`src/rtl/mem_arbiter.sv`:
```
// mem_arbiter: shares one beat-oriented memory port between an I-side refill
// requester and a D-side refill/writeback requester. A granted requester owns
// the port for a whole cache line of BEATS 64-bit beats; ties alternate.
//
// Ports
//   clk, rst                 clock, asynchronous active-high reset
//   i_req, i_addr            I-side line request / line address
//   i_gnt, i_rvalid, i_rdata I-side ownership, read beat valid / data
//   i_done                   I-side completion pulse
//   d_req, d_we              D-side request, 1=writeback 0=refill
//   d_addr, d_wdata          D-side line address / current write beat
//   d_gnt, d_rvalid, d_rdata D-side ownership, read beat valid / data
//   d_wready, d_done         D-side write beat consumed / completion pulse
//   mem_req, mem_we          memory beat request / write enable
//   mem_addr, mem_wdata      beat byte address / write data
//   mem_ack, mem_rdata       beat accepted or returned / read data
module mem_arbiter #(
  parameter int unsigned BEATS = 4
) (
  input  logic        clk,
  input  logic        rst,
  input  logic        i_req,
  input  logic [63:0] i_addr,
  output logic        i_gnt,
  output logic        i_rvalid,
  output logic [63:0] i_rdata,
  output logic        i_done,
  input  logic        d_req,
  input  logic        d_we,
  input  logic [63:0] d_addr,
  input  logic [63:0] d_wdata,
  output logic        d_gnt,
  output logic        d_rvalid,
  output logic        d_wready,
  output logic        d_done,
  output logic [63:0] d_rdata,
  output logic        mem_req,
  output logic        mem_we,
  output logic [63:0] mem_addr,
  output logic [63:0] mem_wdata,
  input  logic        mem_ack,
  input  logic [63:0] mem_rdata
);

  localparam int unsigned BW  = (BEATS > 1) ? $clog2(BEATS) : 1;
  localparam int unsigned OFF = $clog2(BEATS * 8);
  localparam logic [63:0] LINE_MASK = ~((64'(1) << OFF) - 64'(1));
  localparam logic [BW-1:0] LAST_BEAT = BW'(BEATS - 1);

  localparam logic [0:0] IDLE = 1'b0;
  localparam logic [0:0] BUSY = 1'b1;

  localparam logic OWN_I = 1'b0;
  localparam logic OWN_D = 1'b1;

  logic [0:0]    state, state_nx;
  logic          owner, owner_nx;
  logic          last_owner, last_owner_nx;
  logic          we_q, we_nx;
  logic [63:0]   base_q, base_nx;
  logic [BW-1:0] beat, beat_nx;

  logic busy, beat_done, line_done, grant_d, own_i, own_d;

  assign busy      = (state == BUSY);
  assign beat_done = busy & mem_ack;
  assign line_done = beat_done & (beat == LAST_BEAT);
  assign own_i     = (owner == OWN_I);
  assign own_d     = (owner == OWN_D);
  // D wins when alone, or on a tie when I was the previous owner
  assign grant_d   = d_req & (~i_req | (last_owner == OWN_I));

  // State register
  always_ff @(posedge clk or posedge rst) begin
    if (rst) begin
      state      <= IDLE;
      owner      <= OWN_I;
      last_owner <= OWN_D;
      we_q       <= 1'b0;
      base_q     <= '0;
      beat       <= '0;
    end else begin
      state      <= state_nx;
      owner      <= owner_nx;
      last_owner <= last_owner_nx;
      we_q       <= we_nx;
      base_q     <= base_nx;
      beat       <= beat_nx;
    end
  end

  // Next-state: grant in IDLE, count beats in BUSY
  always_comb begin
    state_nx      = state;
    owner_nx      = owner;
    last_owner_nx = last_owner;
    we_nx         = we_q;
    base_nx       = base_q;
    beat_nx       = beat;
    if (state == IDLE) begin
      if (i_req | d_req) begin
        state_nx = BUSY;
        owner_nx = grant_d ? OWN_D : OWN_I;
        we_nx    = grant_d & d_we;
        base_nx  = (grant_d ? d_addr : i_addr) & LINE_MASK;
        beat_nx  = '0;
      end
    end else begin
      if (beat_done) begin
        beat_nx = beat + BW'(1);
        if (line_done) begin
          state_nx      = IDLE;
          last_owner_nx = owner;
        end
      end
    end
  end

  // Memory side: request fields come straight from registers
  assign mem_req   = busy;
  assign mem_we    = busy & we_q;
  assign mem_addr  = busy ? (base_q + (64'(beat) << 3)) : '0;
  assign mem_wdata = (busy & own_d) ? d_wdata : '0;

  // Requester side: ack is passed through to the owner only
  assign i_gnt    = busy & own_i;
  assign d_gnt    = busy & own_d;
  assign i_rvalid = beat_done & ~we_q & own_i;
  assign d_rvalid = beat_done & ~we_q & own_d;
  assign d_wready = beat_done & we_q & own_d;
  assign i_done   = line_done & own_i;
  assign d_done   = line_done & own_d;
  assign i_rdata  = i_rvalid ? mem_rdata : '0;
  assign d_rdata  = d_rvalid ? mem_rdata : '0;

endmodule

```
`config.mk`:
```
export PLATFORM = sky130hd
export DESIGN_NAME = mem_arbiter
export DESIGN_NICKNAME = d
export VERILOG_FILES = /design/src/rtl/mem_arbiter.sv
export SDC_FILE = /design/constraint.sdc
export NUM_CORES = 1
export LEC_CHECK = 0
export ABC_CLOCK_PERIOD_IN_PS = 4400
export BUFFER_PORTS_ARGS = -buffer_cell sky130_fd_sc_hd__buf_2
export CAP_MARGIN = 20
export CORE_AREA = 2 2 207 209
export DETAILED_ROUTE_END_ITERATION = 16
export DIE_AREA = 0 0 209 211
export GPL_TIMING_DRIVEN = 0
export SLEW_MARGIN = 15
export SYNTH_ARGS = -nofsm -noshare
export SYNTH_HDL_FRONTEND = slang
export SYNTH_SLANG_ARGS = --single-unit
```
`constraint.sdc`:
```
create_clock -name clk -period 4.4 [get_ports clk]
set_clock_uncertainty 0.15 [all_clocks]
set_input_delay 0.44 -clock clk [delete_from_list [all_inputs] [get_ports clk]]
set_output_delay 0.44 -clock clk [all_outputs]
set_load 0.03 [all_outputs]
```
; Word-level counts from Yosys, hierarchy flattened
; Index checks and enable logic that the tools add are counted.
[word_totals]
reg_bits = 65
latchBits = 0
ramBits = 0
mem_bits_ro = 0
in_bits = 262
output_inout_bits = 265
memories = 0
[op_classes]
addsub = 2
multipliers = 0
div = 0
order_cmp = 0
n_eq_ne = 2
shift = 0
mux = 13
n_bitwise = 21
reduce_logical = 4
[ops]
columns = cell, count
row1 = 64-bit 2-to-1 mux, 5
row2 = 64-bit by 5-bit adder with 64-bit output, 1
row3 = 1-bit bitwise AND, 14
row4 = 2-bit 2-to-1 mux, 3
row5 = 1-bit 2-to-1 mux, 5
row6 = 1-bit inverter, 5
row7 = 2-bit AND reduction, 2
row8 = 3-bit AND reduction, 1
row9 = 2-bit by 1-bit adder with 2-bit output (second input constant), 1
row10 = 2-bit equality test (second input constant), 1
row11 = 2-bit by 1-bit inequality test with 1-bit output (second input constant), 1
row12 = 1-bit OR, 2
row13 = 2-bit nonzero test, 1

; Logic depth before layout (Yosys ltp)
; Gate-level depths: netlist (run 1).
[logic_depth]
word_depth = 5
mapped_depth = 7

; Worst setup path after synthesis (run 1)
; OpenSTA, ideal clock, no wires.
[synth_timing]
kind = reg-to-output
from = register state, in the netlist mem_req
to = output d_rdata[42]
arrival_ns = 1.680
setup_slack_ns = 2.130
stages_incl_launch_ff = 6
n_path_buf = 2
cell_sequence = dfrtp_1 -> buf_4 -> nand2_1 -> nor2_1 -> clkbuf_1 -> and2_1
[synth_between]
elab_chain_len = 4
[synth_lines]
columns = item, line
row1 = start: declaration, 56  ; logic [0:0] state, state_nx;
row2 = start signal: assignment, 83  ; state <= state_nx;
row3 = 1-bit bitwise AND, 66  ; assign beat_done = busy & mem_ack;
row4 = 1-bit bitwise AND (2 in a row), 129  ; assign d_rvalid = beat_done & ~we_q & own_d;
row5 = named net d_rvalid, 33  ; output logic d_rvalid,
row6 = 64-bit 2-to-1 mux, 134  ; assign d_rdata = d_rvalid ? mem_rdata : '0;
row7 = end: declaration, 36  ; output logic [63:0] d_rdata,
; The timed path passes the listed nets, and every way through them passes these cells.

; Worst setup path in the final report (run 1)
[layout_timing]
from = register state, in the netlist mem_req
to = output mem_addr[6]
[layout_between]
elab_chain_len = 1
[layout_lines]
columns = item, line
row1 = 64-bit 2-to-1 mux, 122  ; assign mem_addr = busy ? (base_q + (64'(beat) << 3)) : '0;
row2 = end: declaration, 39  ; output logic [63:0] mem_addr,
; Every way passes these cells.

==> results of run 1 <==
## power groups by stage
stage / combinational [W] / clock, W / sequential (W)
after floorplan: 0.00312 / 0 / 0.00102
after global placement: 0.00461 / 0 / 0.00106
after detailed placement: 0.00463 / 0 / 0.00108
after CTS: 0.00465 / 0.000962 / 0.00107
after global routing: 0.00492 / 0.000987 / 0.00110
final: 0.00459 / 0.000934 / 0.00106
## cells by family (layout without fill, tap and decap cells)
logic type,after synthesis,count (layout),synth area share [%]
flops,65,65,33.8
simple gates,390,390,43.9
fa+ha+maj,1,1,0.260
other cells,1,5,0.0779
compound gates,126,126,14.4
buf+inv,69,600,7.48
## cell type report
class	instances	area (um2)
Clock buffer	10	239
Sequential cell	65	1630
Timing Repair Buffer	515	2600
Inverter	3	13.8
Buffer	66	349
Multi-Input combinational cell	520	2830
Tap cell	539	674
Clock inverter	6	138
Fill cell	4760	33300
Antenna cell	2	5.00
## cell usage in the layout (no fill, tap or decap)
cell	Yosys	final
sky130_fd_sc_hd__and3_1	65	65
sky130_fd_sc_hd__clkinv_4	0	1
sky130_fd_sc_hd__a21bo_2	1	1
sky130_fd_sc_hd__buf_4	11	11
sky130_fd_sc_hd__inv_1	3	2
sky130_fd_sc_hd__buf_2	19	532
sky130_fd_sc_hd__clkbuf_2	11	11
sky130_fd_sc_hd__o21bai_1	1	1
sky130_fd_sc_hd__dfstp_2	1	1
sky130_fd_sc_hd__buf_12	0	1
sky130_fd_sc_hd__a21boi_2	1	1
sky130_fd_sc_hd__dlygate4sd3_1	0	1
sky130_fd_sc_hd__o21ai_0	1	1
sky130_fd_sc_hd__inv_4	0	1
sky130_fd_sc_hd__buf_6	3	3
sky130_fd_sc_hd__clkbuf_1	22	22
sky130_fd_sc_hd__ha_1	1	1
sky130_fd_sc_hd__a22o_1	1	1
sky130_fd_sc_hd__a21oi_1	108	108
sky130_fd_sc_hd__a21o_1	2	2
sky130_fd_sc_hd__and2_1	190	190
sky130_fd_sc_hd__bufinv_16	0	4
sky130_fd_sc_hd__inv_6	0	1
sky130_fd_sc_hd__nand2_1	65	65
sky130_fd_sc_hd__dfrtp_1	64	64
sky130_fd_sc_hd__nand2b_1	2	2
sky130_fd_sc_hd__o21ba_1	1	1
sky130_fd_sc_hd__nor2_2	1	1
sky130_fd_sc_hd__nand3_1	4	4
sky130_fd_sc_hd__nor2_1	63	63
sky130_fd_sc_hd__diode_2	0	2
sky130_fd_sc_hd__a21oi_2	10	10
sky130_fd_sc_hd__clkbuf_16	0	9
sky130_fd_sc_hd__conb_1	1	3
sky130_fd_sc_hd__clkbuf_8	0	1
## cell usage after synthesis (all sizes together)
cell type / n / area (um2)
o21ai: 1 / 5.00
and3: 65 / 407
dfstp: 1 / 26.3
buf: 33 / 211
a21oi: 118 / 628
nand2b: 2 / 12.5
a22o: 1 / 8.76
dfrtp: 64 / 1600
and2: 190 / 1190
o21ba: 1 / 10.0
ha: 1 / 12.5
clkbuf: 33 / 138
inv: 3 / 11.3
o21bai: 1 / 7.51
conb: 1 / 3.75
nand2: 65 / 244
a21o: 2 / 15.0
nand3: 4 / 20.0
a21bo: 1 / 10.0
a21boi: 1 / 11.3
nor2: 64 / 243
## sequential cells by signal, indices dropped and copies added (netlist names)
signal and count:
base_q 59, beat 2, last_owner 1, mem_req 1, own_d 1, we_q 1
## critical path, cell delays in order (launching register included)
cell                       delay, ns
sky130_fd_sc_hd__dfrtp_1        0.34
sky130_fd_sc_hd__buf_4          0.17
sky130_fd_sc_hd__buf_2          0.32
sky130_fd_sc_hd__clkbuf_1       0.52
sky130_fd_sc_hd__and2_1         0.27
sky130_fd_sc_hd__buf_2          0.26
## per-stage QoR
| stage | instances | area [um2] | hold WS, ns | total power [W] |
|---|---|---|---|---|
| after floorplan | 654 | 4820 | 0.327 | 0.00414 |
| after global placement | 1706 | 8060 | 0.342 | 0.00568 |
| after detailed placement | 1707 | 8090 | 0.324 | 0.00571 |
| after CTS | 1724 | 8470 | 0.148 | 0.00668 |
| after global routing | 1726 | 8480 | 0.165 | 0.00701 |
| final | 1726 | 8480 | 0.173 | 0.00658 |
## how the worst max path moves through the flow
stage | from | to | cells after the start
3_5_place_dp | mem_req$_DFF_PP0_ | mem_addr[6] | 5
4_1_cts | mem_req$_DFF_PP0_ | mem_addr[6] | 5
3_3_place_gp | rst | base_q[21]$_DFFE_PP0P_ | 2
2_1_floorplan | mem_req$_DFF_PP0_ | d_rdata[42] | 5
5_1_grt | mem_req$_DFF_PP0_ | mem_addr[6] | 5
6_report | mem_req$_DFF_PP0_ | mem_addr[6] | 5
## metal layers
metal  track usage, %  vias to the layer above  part of all wire, %
met1             15.8                     3067                   37
met5                0                        -                 0.12
li1                 -                     3160                    -
met3             3.52                       59                  6.8
met4             6.23                        6                  3.8
met2             26.2                      346                   52
## timing repair
action / CTS / global route
endpoints found under the hold margin: 26 / 0
endpoints found under the setup margin: 0 / 0
hold buffers: 1 / 0
==> key figures, run 1 <==
STA
  • Accumulated negative setup slack: 0 ns
  • Final critical-path share of the clock period: 64.4%
  • Setup repair after global routing missed its margin: false
  • Highest clock frequency the design can meet: 0.353 GHz
  • Worst slew pin tran: 0.709 ns
  • Total count of max-transition violations in the final report: 0
  • Number of setup violations in the final report: 0
  • Final worst setup slack: 1.57 ns
  • Fin crit period: 2.83 ns
  • Number of hold-slack violations in the final timing report: 0
  • Max-Slew Margin vs Limit: 52.8%

Setup path
  • Flop2flop setup slack: 2.65 ns
  • Endpoint kind of the worst setup timing path: output port
  • Depth of the worst register-to-register path: 6
  • End of the worst register-to-register path: base_q[51]$_DFFE_PP0P_
  • WP data required: 3.81 ns
  • Category of the worst setup path launch point: flop
  • Arrival time at the worst endpoint: 2.24 ns
  • Worst flop-to-flop path startpoint: mem_req$_DFF_PP0_
  • Type of the setup path with the least slack: flop to output port
  • CP max FO: 10

Die
  • Die height: 211 um
  • Rows: 75
  • Floorplan Core Area: 0.0418 mm2
  • I/O pin count: 527
  • Die area: 0.0441 mm2
  • DIE WIDTH: 209 um
  • Starting density of the core: 11.5%

Finish
  • Fraction of final layout cells with drive strength greater than 1: 49.7%
  • Net count reported at finish: 1443
  • Layout Utilization: 20.3%
  • Area grow syn2layout: 76.1%

Min path
  • Hold Crit Depth: 3
  • Launch instance of the worst min-delay path: i_addr[7]
  • Hold Path End: base_q[7]$_DFFE_PP0P_
  • Type of the worst min-delay path: input port to flop

Clock tree
  • TritonCTS buffer count: 9
  • Clock buffer depth: 2
  • Insertion delay of the later-clocked pin in the worst-skew pair: 0.34 ns
  • Depth of the CTS H-tree: 3
  • Clock-pin slew reported for the worst setup and hold paths after clock tree synthesis: 0.06 ns
  • CTS tree: built
  • Clock root cell: sky130_fd_sc_hd__clkbuf_16
  • Sink Count: 65
  • Number of resized instances in the post-cts repair step: 0
  • Post-CTS Repair Setup Buffers: 0

Synthesis
  • Area of the mapped netlist: 0.00481 mm2
  • Sequential share of the synthesized area: 33.8%
  • Number of instances in the synthesized netlist: 652
  • Number of warnings printed during yosys synthesis: 0
  • Total of flip-flops plus latches after synthesis: 65
  • Mapped Avg Cell Area: 7.38 um2
  • Number of distinct library cell variants in the gate-level netlist after synthesis: 26

Drt
  • Number of vias per cell: 3.85
  • DRT Pass-1 Iters: 5
  • Total wirelength of the detailed-routed design: 32.9 mm
  • Count of vias placed by the detailed router: 6638
  • Final routed wire length divided by cell count: 19.1 um
  • Count of unresolved DRC violations after routing: 0
  • Iteration-0 DRC count of the detailed router: 329
  • Antenna viol nets, final: 0

Pwr
  • Reported leakage power: 4.88 nW
  • Internal power of the cells: 0.00291 W
  • Net switching power: 0.00367 W
  • Share of total power consumed by net switching: 55.8%
  • Total power density per cell area: 777 mW/mm2
  • Portion of total power attributed to the clock network: 14.2%
  • Sequential cell fraction of total power: 16.1%
  • VDD IR-drop max: 0.358 mV
  • Combinational fraction of design power: 69.7%

Placed design
  • Placer Congestion: 0.986
  • Count of buffers inserted at the top-level ports: 513
  • Minimum setup slack after placement: 1.79 ns
  • Post-detailed-placement half-perimeter wirelength: 28.5 mm

Run status
  • Outcome: complete, no violations

Global routing
  • Global-route wire length before repair: 45.2 mm
  • Vias in the first global route: 6558
  • Grt total ovfl: 0
  • Largest net degree at the start of global routing: 39
  • GRT Total Usage: 14.3%
  • Antenna violations before repair: 11

Job
  • MaxCap Viol Count: 0
(Power assumes the default switching activity.)
==> run 2: changes to the inputs <==
--- a/config.mk
+++ b/config.mk
@@ -5,12 +5,12 @@
 export SDC_FILE = /design/constraint.sdc
 export NUM_CORES = 1
 export LEC_CHECK = 0
-export ABC_CLOCK_PERIOD_IN_PS = 4400
+export ABC_CLOCK_PERIOD_IN_PS = 2840
 export BUFFER_PORTS_ARGS = -buffer_cell sky130_fd_sc_hd__buf_2
 export CAP_MARGIN = 20
-export CORE_AREA = 2 2 207 209
+export CORE_AREA = 2 2 203 205
 export DETAILED_ROUTE_END_ITERATION = 16
-export DIE_AREA = 0 0 209 211
+export DIE_AREA = 0 0 205 207
 export GPL_TIMING_DRIVEN = 0
 export SLEW_MARGIN = 15
 export SYNTH_ARGS = -nofsm -noshare
==> constraint.sdc (replaced) <==
create_clock -name clk -period 2.84 [get_ports clk]
set_clock_uncertainty 0.15 [all_clocks]
set_input_delay 0.284 -clock clk [delete_from_list [all_inputs] [get_ports clk]]
set_output_delay 0.284 -clock clk [all_outputs]
set_load 0.03 [all_outputs]
==> run 2 against run 1 <==
Compared with the run above: via count up 3.0%; sequential power up 56%; non-clock buffer count up 20; worst setup slack worse by 1.4 ns; highest routed layer unchanged; die area decreased by 3.8%; total power rose by 51%; flip-flop and latch count is the same; clock power up 24%; count of clock-buffer cells in the layout up 3; critical path depth unchanged.
==> key figures, run 2 (synthesis results as in run 1) <==
Pwr
  • VDD IR-drop max: 0.564 mV
  • Total power density per cell area: 1150 mW/mm2
  • Power consumption: 0.00991 W
  • Reported leakage power: 4.94 nW

Setup path
  • Critical path, cell by cell: buf_4, buf_2, clkbuf_1, and2_1, buf_2
  • Most common cell on crit path: sky130_fd_sc_hd__buf_2
  • Category of the worst setup path launch point: flop
  • Endpoint kind of the worst setup timing path: output port
  • Arrival time at the worst endpoint: 2.24 ns
  • Slowest Stage Delay on Critical Path: 0.55 ns
  • Cell class contributing the biggest share of worst-path delay: buffers and inverters
  • CP max FO: 10
  • WP data required: 2.41 ns
  • Critical path's slowest cell: sky130_fd_sc_hd__clkbuf_1
  • Type of the setup path with the least slack: flop to output port
  • Worst path buffer plus inverter count: 4

Die
  • DIE WIDTH: 205 um
  • Rows: 74
  • I/O pin count: 527
  • Floorplan Core Area: 0.0404 mm2
  • Starting density of the core: 11.9%
  • Die area: 0.0424 mm2
  • Die height: 207 um

Placed design
  • Placer Congestion: 1.05
  • Post-detailed-placement half-perimeter wirelength: 28.6 mm
  • Count of buffers inserted at the top-level ports: 513
  • Minimum setup slack after placement: 0.465 ns

STA
  • Final critical-path share of the clock period: 94.3%
  • Worst slew pin tran: 0.664 ns
  • Setup repair after global routing missed its margin: false
  • Accumulated negative setup slack: 0 ns
  • Number of setup violations in the final report: 0
  • Total count of max-transition violations in the final report: 0
  • Number of hold-slack violations in the final timing report: 0
  • Highest clock frequency the design can meet: 0.373 GHz
  • Max-Slew Margin vs Limit: 55.7%
  • Final worst setup slack: 0.161 ns
  • Fin crit period: 2.68 ns

Finish
  • Commonest non-fill, non-tap cell in the layout: sky130_fd_sc_hd__buf_2
  • Largest registers: base_q (59), beat (2)
  • Number of flip-flops under the largest register name: 59
  • Most frequent cells in the layout: 532 x sky130_fd_sc_hd__buf_2, 190 x sky130_fd_sc_hd__and2_1, 108 x sky130_fd_sc_hd__a21oi_1
  • Area grow syn2layout: 79.0%
  • Largest register by flop count: base_q
  • Net count reported at finish: 1463
  • Fraction of final layout cells with drive strength greater than 1: 48.8%
  • Layout Utilization: 21.3%

Clock tree
  • TritonCTS buffer count: 9
  • CTS tree: built
  • Clock-pin slew reported for the worst setup and hold paths after clock tree synthesis: 0.06 ns
  • Insertion delay of the later-clocked pin in the worst-skew pair: 0.35 ns
  • Sink Count: 65
  • Clock root cell: sky130_fd_sc_hd__clkbuf_16
  • Depth of the CTS H-tree: 3
  • Clock buffer depth: 2

Drt
  • Iteration-0 DRC count of the detailed router: 343
  • Count of vias placed by the detailed router: 6839
  • DRT Pass-1 Iters: 4
  • Total wirelength of the detailed-routed design: 33.3 mm
  • Number of vias per cell: 3.92
  • Antenna viol nets, final: 0
  • Count of unresolved DRC violations after routing: 0
  • Final routed wire length divided by cell count: 19.1 um

Global routing
  • GRT Total Usage: 14.9%
  • Global-route wire length before repair: 45.4 mm
  • Largest net degree at the start of global routing: 47
  • Grt total ovfl: 0
  • Antenna violations before repair: 18
  • Vias in the first global route: 6614

Run status
  • Outcome: complete, no violations

Job
  • MaxCap Viol Count: 0

Min path
  • Type of the worst min-delay path: input port to flop
## run 2: cell count changes in the layout (fill, tap and decap cells not counted), sizes merged
cell / previous run / this run
inv: 4 / 3
clkinv: 1 / 2
dlygate4sd3: 1 / 21
diode: 2 / 7
clkbuf: 43 / 46
bufinv: 4 / 1
## run 2: layer usage
metal	track usage (%)	share of wire, %	wire [um]	up-vias
li1	-	-	-	3201
met1	16.6	39	13000	3205
met2	27.1	51	16900	368
met3	3.45	7.0	2340	61
met4	5.95	3.1	1020	4
met5	0	0.084	28	-
## run 2: path summary, 6_finish.rpt
kind	startpoint	endpoint	slack, ns	cells after the start
setup / recovery	mem_req$_DFF_PP0_	mem_addr[18]	0.16	5
min in group asynchronous	rst	base_q[32]$_DFFE_PP0P_	0.29	3
setup reg to reg	mem_req$_DFF_PP0_	base_q[52]$_DFFE_PP0P_	1.10	6
hold / removal	i_addr[35]	base_q[35]$_DFFE_PP0P_	0.02	3
max in group asynchronous	rst	base_q[56]$_DFFE_PP0P_	1.68	4
hold reg to reg	base_q[48]$_DFFE_PP0P_	base_q[48]$_DFFE_PP0P_	0.35	2
## run 2: power by group
part	switching, W	internal [W]
registers	0.000250	0.00140
logic	0.00494	0.00216
clock network	0.000435	0.000725
total	0.00563	0.00428
## run 2: per-stage QoR
stage / std cells / area (um2) / hold WS [ns]
after floorplan: 654 / 4820 / 0.263
after global placement: 1699 / 8060 / 0.342
after detailed placement: 1700 / 8090 / 0.119
after CTS: 1737 / 8600 / 0.000565
after global routing: 1742 / 8610 / 0.0145
final: 1744 / 8620 / 0.0217
## run 2: worst reg2reg max path, delay by kind of cell, from the launching register on
family | cells | cell delay [ns]
buf+inv | 3 | 0.82
compound gates | 3 | 0.37
flops | 1 | 0.34
## run 2: layout make-up
class,count,area [um2]
Fill cell,4564,31800
Clock buffer,13,260
Sequential cell,65,1630
Multi-Input combinational cell,520,2840
Tap cell,532,666
Clock inverter,3,40.0
Inverter,3,13.8
Antenna cell,7,17.5
Timing Repair Buffer,535,2810
Buffer,66,349
## run 2: timing repair
item / 4_1_cts / 5_1_grt
resized for setup: 0 / 1
hold buffers: 21 / 0
setup endpoints to repair: 0 / 1
hold endpoints to repair: 38 / 0
buffers inserted: 0 / 0
